$ cat src/rtl/pipe_ctrl_pkg.sv
// Shared types and constants for the RV32I pipeline controller:
// FSM state encoding, forwarding select codes and a register-match helper.
package pipe_ctrl_pkg;

    typedef logic [0:0] state_t;

    localparam state_t RUN  = 1'b0;
    localparam state_t WAIT = 1'b1;

    localparam logic [1:0] FWD_RF    = 2'b00;
    localparam logic [1:0] FWD_EXMEM = 2'b01;
    localparam logic [1:0] FWD_WB    = 2'b10;

    // A producer only counts if it really writes and is not targeting x0.
    function automatic logic reg_hit(input logic [4:0] rd, input logic we, input logic [4:0] rs);
        return we && (rd != 5'd0) && (rd == rs);
    endfunction

endpackage

$ cat src/rtl/fwd_unit.sv
// Single-operand EX-stage forwarding select; the MEM-stage producer is
// younger than the WB-stage producer, so it takes precedence.
module fwd_unit
    import pipe_ctrl_pkg::*;
(
    input  logic [4:0] rs_i,
    input  logic [4:0] rd_mem_i,
    input  logic       RegWEn_mem_i,
    input  logic [4:0] rd_wb_i,
    input  logic       RegWEn_wb_i,
    output logic [1:0] sel_o
);

    always_comb begin
        sel_o = FWD_RF;
        if (reg_hit(rd_mem_i, RegWEn_mem_i, rs_i)) begin
            sel_o = FWD_EXMEM;
        end else if (reg_hit(rd_wb_i, RegWEn_wb_i, rs_i)) begin
            sel_o = FWD_WB;
        end
    end

endmodule

$ cat src/rtl/pipe_hazard_ctrl.sv
// Central hazard controller: forwarding selects, load-use bubbles, branch
// flushes, data-memory wait sequencing with timeout, and perf counters.
module pipe_hazard_ctrl
    import pipe_ctrl_pkg::*;
#(
    parameter int MEM_TIMEOUT = 255
) (
    input  logic        clk_i,
    input  logic        rst_ni,
    input  logic [4:0]  rs1_id_i,
    input  logic [4:0]  rs2_id_i,
    input  logic [4:0]  rs1_ex_i,
    input  logic [4:0]  rs2_ex_i,
    input  logic [4:0]  rd_ex_i,
    input  logic        RegWEn_ex_i,
    input  logic        load_ex_i,
    input  logic [4:0]  rd_mem_i,
    input  logic        RegWEn_mem_i,
    input  logic [4:0]  rd_wb_i,
    input  logic        RegWEn_wb_i,
    input  logic        br_taken_ex_i,
    input  logic        mem_access_mem_i,
    input  logic        dmem_ack_i,
    output logic [1:0]  Asel_haz_o,
    output logic [1:0]  Bsel_haz_o,
    output logic        en_pc_o,
    output logic        en_ifid_o,
    output logic        en_idex_o,
    output logic        en_exmem_o,
    output logic        en_memwb_o,
    output logic        clr_ifid_o,
    output logic        clr_idex_o,
    output logic        dmem_req_o,
    output logic        bus_err_o,
    output logic [31:0] stall_cnt_o,
    output logic [31:0] flush_cnt_o
);

    localparam int CNT_W = $clog2(MEM_TIMEOUT + 1);

    state_t             state_q, state_d;
    logic [CNT_W-1:0]   wait_cnt_q, wait_cnt_d;
    logic               freeze;
    logic               load_use;
    logic               timeout;

    fwd_unit u_fwd_a (
        .rs_i         (rs1_ex_i),
        .rd_mem_i     (rd_mem_i),
        .RegWEn_mem_i (RegWEn_mem_i),
        .rd_wb_i      (rd_wb_i),
        .RegWEn_wb_i  (RegWEn_wb_i),
        .sel_o        (Asel_haz_o)
    );

    fwd_unit u_fwd_b (
        .rs_i         (rs2_ex_i),
        .rd_mem_i     (rd_mem_i),
        .RegWEn_mem_i (RegWEn_mem_i),
        .rd_wb_i      (rd_wb_i),
        .RegWEn_wb_i  (RegWEn_wb_i),
        .sel_o        (Bsel_haz_o)
    );

    assign load_use = load_ex_i &&
                      (reg_hit(rd_ex_i, RegWEn_ex_i, rs1_id_i) ||
                       reg_hit(rd_ex_i, RegWEn_ex_i, rs2_id_i));

    assign timeout = (wait_cnt_q == CNT_W'(MEM_TIMEOUT));

    // A cycle that releases from WAIT (ack or timeout) falls through to the
    // normal branch/load-use rules, so hazards held during the freeze resolve then.
    always_comb begin
        state_d    = state_q;
        wait_cnt_d = wait_cnt_q;
        freeze     = 1'b0;
        bus_err_o  = 1'b0;
        dmem_req_o = mem_access_mem_i;

        if (state_q == RUN) begin
            if (mem_access_mem_i && !dmem_ack_i) begin
                freeze     = 1'b1;
                state_d    = WAIT;
                wait_cnt_d = CNT_W'(1);
            end
        end else begin
            dmem_req_o = 1'b1;
            if (dmem_ack_i) begin
                state_d    = RUN;
                wait_cnt_d = '0;
            end else if (timeout) begin
                bus_err_o  = 1'b1;
                state_d    = RUN;
                wait_cnt_d = '0;
            end else begin
                freeze     = 1'b1;
                wait_cnt_d = wait_cnt_q + CNT_W'(1);
            end
        end
    end

    always_comb begin
        en_pc_o    = 1'b1;
        en_ifid_o  = 1'b1;
        en_idex_o  = 1'b1;
        en_exmem_o = 1'b1;
        en_memwb_o = 1'b1;
        clr_ifid_o = 1'b0;
        clr_idex_o = 1'b0;
        if (freeze) begin
            en_pc_o    = 1'b0;
            en_ifid_o  = 1'b0;
            en_idex_o  = 1'b0;
            en_exmem_o = 1'b0;
            en_memwb_o = 1'b0;
        end else if (br_taken_ex_i) begin
            clr_ifid_o = 1'b1;
            clr_idex_o = 1'b1;
        end else if (load_use) begin
            en_pc_o    = 1'b0;
            en_ifid_o  = 1'b0;
            clr_idex_o = 1'b1;
        end
    end

    always_ff @(posedge clk_i or negedge rst_ni) begin
        if (!rst_ni) begin
            state_q     <= RUN;
            wait_cnt_q  <= '0;
            stall_cnt_o <= '0;
            flush_cnt_o <= '0;
        end else begin
            state_q    <= state_d;
            wait_cnt_q <= wait_cnt_d;
            if (!en_pc_o) begin
                stall_cnt_o <= stall_cnt_o + 32'd1;
            end
            if (clr_ifid_o) begin
                flush_cnt_o <= flush_cnt_o + 32'd1;
            end
        end
    end

endmodule

$ cat config.mk
export PLATFORM = sky130hd
export DESIGN_NAME = pipe_hazard_ctrl
export DESIGN_NICKNAME = d
export VERILOG_FILES = /design/src/rtl/pipe_ctrl_pkg.sv /design/src/rtl/fwd_unit.sv /design/src/rtl/pipe_hazard_ctrl.sv
export SDC_FILE = /design/constraint.sdc
export NUM_CORES = 1
export LEC_CHECK = 0
export CORE_AREA = 2 2 102 104
export CTS_CLUSTER_SIZE = 14
export DETAILED_ROUTE_END_ITERATION = 6
export DIE_AREA = 0 0 104 106
export PLACE_DENSITY = 0.83
export REMOVE_ABC_BUFFERS = 1
export SLEW_MARGIN = 5
export SYNTH_ARGS = -nofsm -noshare
export SYNTH_HDL_FRONTEND = slang
export SYNTH_HIERARCHICAL = 1
export SYNTH_SLANG_ARGS = --single-unit
$ cat constraint.sdc
create_clock -name clk_i -period 2.5 [get_ports clk_i]
set_input_delay 0.5 -clock clk_i [delete_from_list [all_inputs] [get_ports clk_i]]
set_output_delay 0.5 -clock clk_i [all_outputs]
set_load 0.05 [all_outputs]
### Word-level counts from Yosys, hierarchy flattened

Index checks and enable logic that the tools add are counted.
W data, S select, Z words.

| storage, ports and cells | value |
|---|---|
| input port bits | 44 |
| logic and storage cells | 56 |
| register bits | 73 |
| output and inout bits | 77 |

| operators by class | value |
|---|---|
| equality and inequality tests | 7 |
| reductions and logical operators | 17 |
| $add $sub $neg | 3 |
| mux-type cells | 25 |

Operators by type and width:

| kind | number |
|---|---|
| $add A32 B1 Y32 const B | 2 |
| $mux W8 | 4 |
| $eq A5 B5 Y1 | 6 |
| $mux W1 | 17 |
| $reduce_bool A5 Y1 | 3 |
| $logic_and A1 B1 Y1 | 11 |
| $add A8 B1 Y8 const B | 1 |
| $eq A8 B8 Y1 const B | 1 |
| $mux W2 | 4 |
| $reduce_bool A2 Y1 | 1 |
| $logic_not A1 Y1 | 1 |
| $logic_or A1 B1 Y1 | 1 |

### Longest topological paths before layout

| logic depth | value |
|---|---|
| depth in word-level cells | 8 |
| mapped depth | 8 |
| gate-level depth less buffers | 7 |

### By module

The synthesis kept the hierarchy.

Modules (own cells, without submodules):

| module | seq. area each (sq um) | area an instance (sq um) | cells an instance | instances |
|---|---|---|---|---|
| pipe_hazard_ctrl | 1826.8 | 3584.7 | 347 | 1 |
| fwd_unit | 0.0 | 151.4 | 20 | 2 |

### Worst setup path after synthesis

No wires, ideal clock.

| timing | value |
|---|---|
| kind | flip-flop to output port |
| from | reg wait_cnt_q[0] |
| to | out en_pc_o |
| data arrival time | 2827 ps |
| required time | 2000 ps |
| cell stages (with the launch flop) | 9 |
| path buffers | 2 |
| path slack | -827 ps |
| path through | dfrtp_1 > ha_1 > nand3_2 > or4_4 > nand2_1 > o41ai_2 > clkbuf_1 > inv_1 > buf_4 |

| on the way | value |
|---|---|
| longest elaborated chain between the ends | 5 |

RTL lines:

| what | line | text |
|---|---|---|
| from (decl) | pipe_hazard_ctrl.sv:42 | `logic [CNT_W-1:0] wait_cnt_q, wait_cnt_d;` |
| from (signal assigned) | pipe_hazard_ctrl.sv:134 | `wait_cnt_q <= wait_cnt_d;` |
| $eq A8 B8 Y1 | pipe_hazard_ctrl.sv:69 | `assign timeout = (wait_cnt_q == CNT_W'(MEM_TIMEOUT));` |
| $mux W1 | pipe_hazard_ctrl.sv:91 | `end else if (timeout) begin` |
| $mux W1 | pipe_hazard_ctrl.sv:88 | `if (dmem_ack_i) begin` |
| $mux W1 | pipe_hazard_ctrl.sv:80 | `if (state_q == RUN) begin` |
| $mux W1 | n/a |  |
| to (decl) | pipe_hazard_ctrl.sv:26 | `output logic en_pc_o,` |

Every way passes these cells.

### Worst setup path after layout

| timing | value |
|---|---|
| from | in rs1_id_i[1] |
| to | out clr_idex_o |

| on the way | value |
|---|---|
| longest elaborated chain between the ends | 7 |

RTL lines:

| what | line | text |
|---|---|---|
| from (decl) | pipe_hazard_ctrl.sv:10 | `input logic [4:0] rs1_id_i,` |
| $eq A5 B5 Y1 | pipe_ctrl_pkg.sv:16 | `return we && (rd != 5'd0) && (rd == rs);` |
| $logic_and A1 B1 Y1 | pipe_ctrl_pkg.sv:16 |  |
| $logic_or A1 B1 Y1 | pipe_hazard_ctrl.sv:66 | `(reg_hit(rd_ex_i, RegWEn_ex_i, rs1_id_i) \|\|` |
| $logic_and A1 B1 Y1 | pipe_hazard_ctrl.sv:65 | `assign load_use = load_ex_i &&` |
| $mux W1 | pipe_hazard_ctrl.sv:119 | `end else if (load_use) begin` |
| $mux W1 | pipe_hazard_ctrl.sv:116 | `end else if (br_taken_ex_i) begin` |
| $mux W1 | pipe_hazard_ctrl.sv:110 | `if (freeze) begin` |
| to (decl) | pipe_hazard_ctrl.sv:32 | `output logic clr_idex_o,` |

Every way passes these cells.

==> results.env <==
FINAL_NETS=577
SYNTH-ASYNC-RESET-RATIO=1.00
POWER_LEAKAGE_uW=0.00240
NFILLCELLS=874
ANTENNA_FOUND_INITIAL=0
GP_CONGESTION=0.834
GRT_SETUP_UNREPAIRED='true'
POST_SYNTH_EDFFS=0
CP-START-KIND='primary input'
YOSYS_WARNINGS=6
INITIAL_UTILIZATION=0.389
TIMING.CRITICAL_PATH.FANOUT_MAX=2
CLK_PIN_SLEW_PS=80
DRT_ITER0_DRC=120
GRT_MAX_DEGREE=74
MAXSLEWVIOLCOUNT=0
MAX_FREQ_MHz=405
PLACE.DETAILED.HPWL_MICRONS=7090
TIMING_WORST_SLEW_PIN_VALUE_PS=540
TRITONCTS_NUM_SINKS=73
CRITPATHKIND='in -> out'
TOTAL_POWER_uW=3560
YOSYSSEQAREASHARE=0.470
REPORT.FINAL.HOLD_VIOL_COUNT=0
N_ANTENNA_CELL=0
CTS_HTREE_LEVELS=3
SYNTH.FF_LATCH_COUNT=73
WORST_EP_REQUIRED_TIME_PS=2000
DIEAREA_SQ_MM=0.0110
ROUTED_WL_MICRONS=9520
SYNTHDISTINCTLIBCELLS=37
LAYOUT.CELLS.NON_FILLER=671
CTSLONGESTPATHBUFFERS=2
TRITONCTS_CLOCK_TREE='done'
VIAS_PER_CELL=5.10
FINAL.HOLD.WORST_SLACK_PS=166
DIE-WIDTH_MICRONS=104
WORST_EP_ARRIVAL_TIME_PS=1970
SYN-INSTANCE-COUNT=387
POWER_PER_CELL_AREA_mW_PER_MM2=622
STATUS='complete, no violations'
FIRST_PASS_ITERS=6
ROOT_BUFFER='clkbuf_8'
FINAL.MIN_CLOCK_PERIOD_PS=2470
SETUP.WORST_PATH.END_CLASS='output port'
WORSTSKEWPAIRLATENCY_PS=340
POST_ROUTE_CELLS_DRIVE_ABOVE_1_SHARE=0.151
DRT_DRC_VIOLATIONS_LEFT=0
VIAS=3424
AVGROUTEDWIREPERCELL_MICRONS=14.2
DIE_Y_MICRONS=106
FP.COREAREA_SQ_MM=0.0100
CRIT-REG2REG-CAPTURE='flush_cnt_o[19]$_DFFE_PN0P_'
SYNTH-MAIN-FF-CELL='dfrtp_1'
GRT_FIRST_PASS_WIRELENGTH_MICRONS=16000
HP-CLASS='in -> async'
POST_DRT_ANTENNA_NETS=0
SYNTHESIS.AREA_PER_INSTANCE_SQ_UM=10.0
DPL.CELL_COUNT=651
MAX-VDD-IR-DROP_mV=0.628
NUMBER_OF_CTS_INSERTED_BUFFERS=9
VIAS_IN_THE_FIRST_GLOBAL_ROUTE=3441
FINCLKSKEW_PS=8.35
LEADING_CELL_TYPE_IN_THE_LAYOUT_FILL_AND_TAPS_EXCLUDED='clkdlybuf4s50_1'
WORST_R2R_PATH_DEPTH=8
GRTUSAGETOTAL=0.177
REPORT.FINAL.SETUP_VIOL=0
LAYOUT.CELLS.MOST_COMMON_LIST='clkdlybuf4s50_1 (87), dfrtp_1 (73), xnor2_1 (59)'
NUMBER_OF_TOP_LEVEL_PINS=121
HOLD_BUFFERS=0
DRV_CAP=0
RRSETUPSLACK_PS=140
PERIOD_SHARE=0.988
FLOORPLAN.ROWS=37
POST_SYNTH_INSTANCE_AREA_SQ_MM=0.00389
WORST_SLEW_MARGIN_REL=0.639
PLACE.PORT_BUFFERS=120
GLOBALROUTE.TOTALOVERFLOW=0
R2R-START='wait_cnt_q[1]$_DFFE_PN0P_'
AREA_GROWTH_SYN_TO_LAYOUT_PCT=47.3
-- what timing repair did --
action,4_1_cts,5_1_grt
pin swaps,10,12
setup buffers,3,1
endpoints found under the setup margin,9,10
resized for setup,24,25
-- worst max-delay path by stage --
| stage | start | endpoint | slack (ps) | depth (start not counted) |
|---|---|---|---|---|
| after floorplan | wait_cnt_q[0]$_DFFE_PN0P_ | en_ifid_o | -1850 | 6 |
| after global placement | rd_ex_i[1] | clr_idex_o | -300 | 7 |
| after detailed placement | rd_ex_i[0] | clr_idex_o | -370 | 7 |
| after CTS | rs1_id_i[3] | clr_idex_o | 8 | 7 |
| after global routing | rs2_id_i[1] | clr_idex_o | -50 | 7 |
| final | rs1_id_i[1] | clr_idex_o | 30 | 7 |
-- layer usage --
layer / part of all wire / vias to the layer above / track usage
met3: 0.066 / 8 / 0.0472
met4: 0.012 / 0 / 0.0560
met2: 0.49 / 114 / 0.296
li1: - / 1639 / -
met5: 0 / - / 0
met1: 0.44 / 1663 / 0.224
-- sequential cells by signal (all words and copies together) (netlist names) --
| register | flops |
|---|---|
| flush_cnt_o | 32 |
| stall_cnt_o | 32 |
| wait_cnt_q | 8 |
| state_q | 1 |
-- cells by family after synthesis --
family                     share of synthesized area
DFF                                            0.470
xor gates and xnor gates                       0.198
AOI/OAI and AO/OA                             0.0608
adders and majority gates                    0.00966
buffers and inverters                         0.0203
muxes                                        0.00579
and+or+nand+nor                                0.235
-- cell type report --
class | instances | area [sq um] | share of cell area
tap | 136 | 170 | 0.0297
clock buffer | 9 | 124 | 0.0216
clock inverter | 7 | 95.1 | 0.0166
multi-input combinational | 296 | 2050 | 0.359
timing repair buffer | 140 | 1420 | 0.248
sequential | 73 | 1830 | 0.319
inverter | 10 | 37.5 | 0.00655
-- report_power, final --
group          switching (uW)  leakage (uW)  internal, uW  total (uW)
logic                     680       0.00132           425        1110
clock network             449      0.000109           562        1010
registers                 153      0.000972          1290        1440
total                    1280       0.00240          2280        3560
-- cells in the mapped netlist, drive strengths merged (4+ instances only) --
master	number	area [sq um]
dfrtp	73	1830
xnor2	59	517
nand3	38	195
nand2	34	130
xor2	29	254
nor2	26	97.6
nand4	22	138
and3	16	100
nor3	16	90.1
inv	10	37.5
o21ai	10	50.1
a21oi	5	25.0
a211oi	4	65.1
and4	4	35.0
buf	4	26.3
clkbuf	4	15.0
o41ai	4	57.6
-- metrics by stage --
stage | area [sq um] | setup TNS, ps | setup WS, ps | util
2_1_floorplan | 3850 | -40480 | -1850 | -
3_3_place_gp | 5410 | -6320 | -303 | 0.541
3_5_place_dp | 5410 | -8090 | -369 | 0.541
4_1_cts | 5670 | 0 | 7.99 | 0.567
5_1_grt | 5730 | -50.0 | -48.5 | 0.573
6_report | 5730 | 0 | 30.3 | 0.573
-- critical path, stage by stage --
cell           delay (ps)
dlygate4sd2_1         250
xor2_1                150
nor3_2                190
a22oi_2               120
or3_1                 410
a21oi_2               200
buf_12                160
Power figures use the tool's default switching activity.
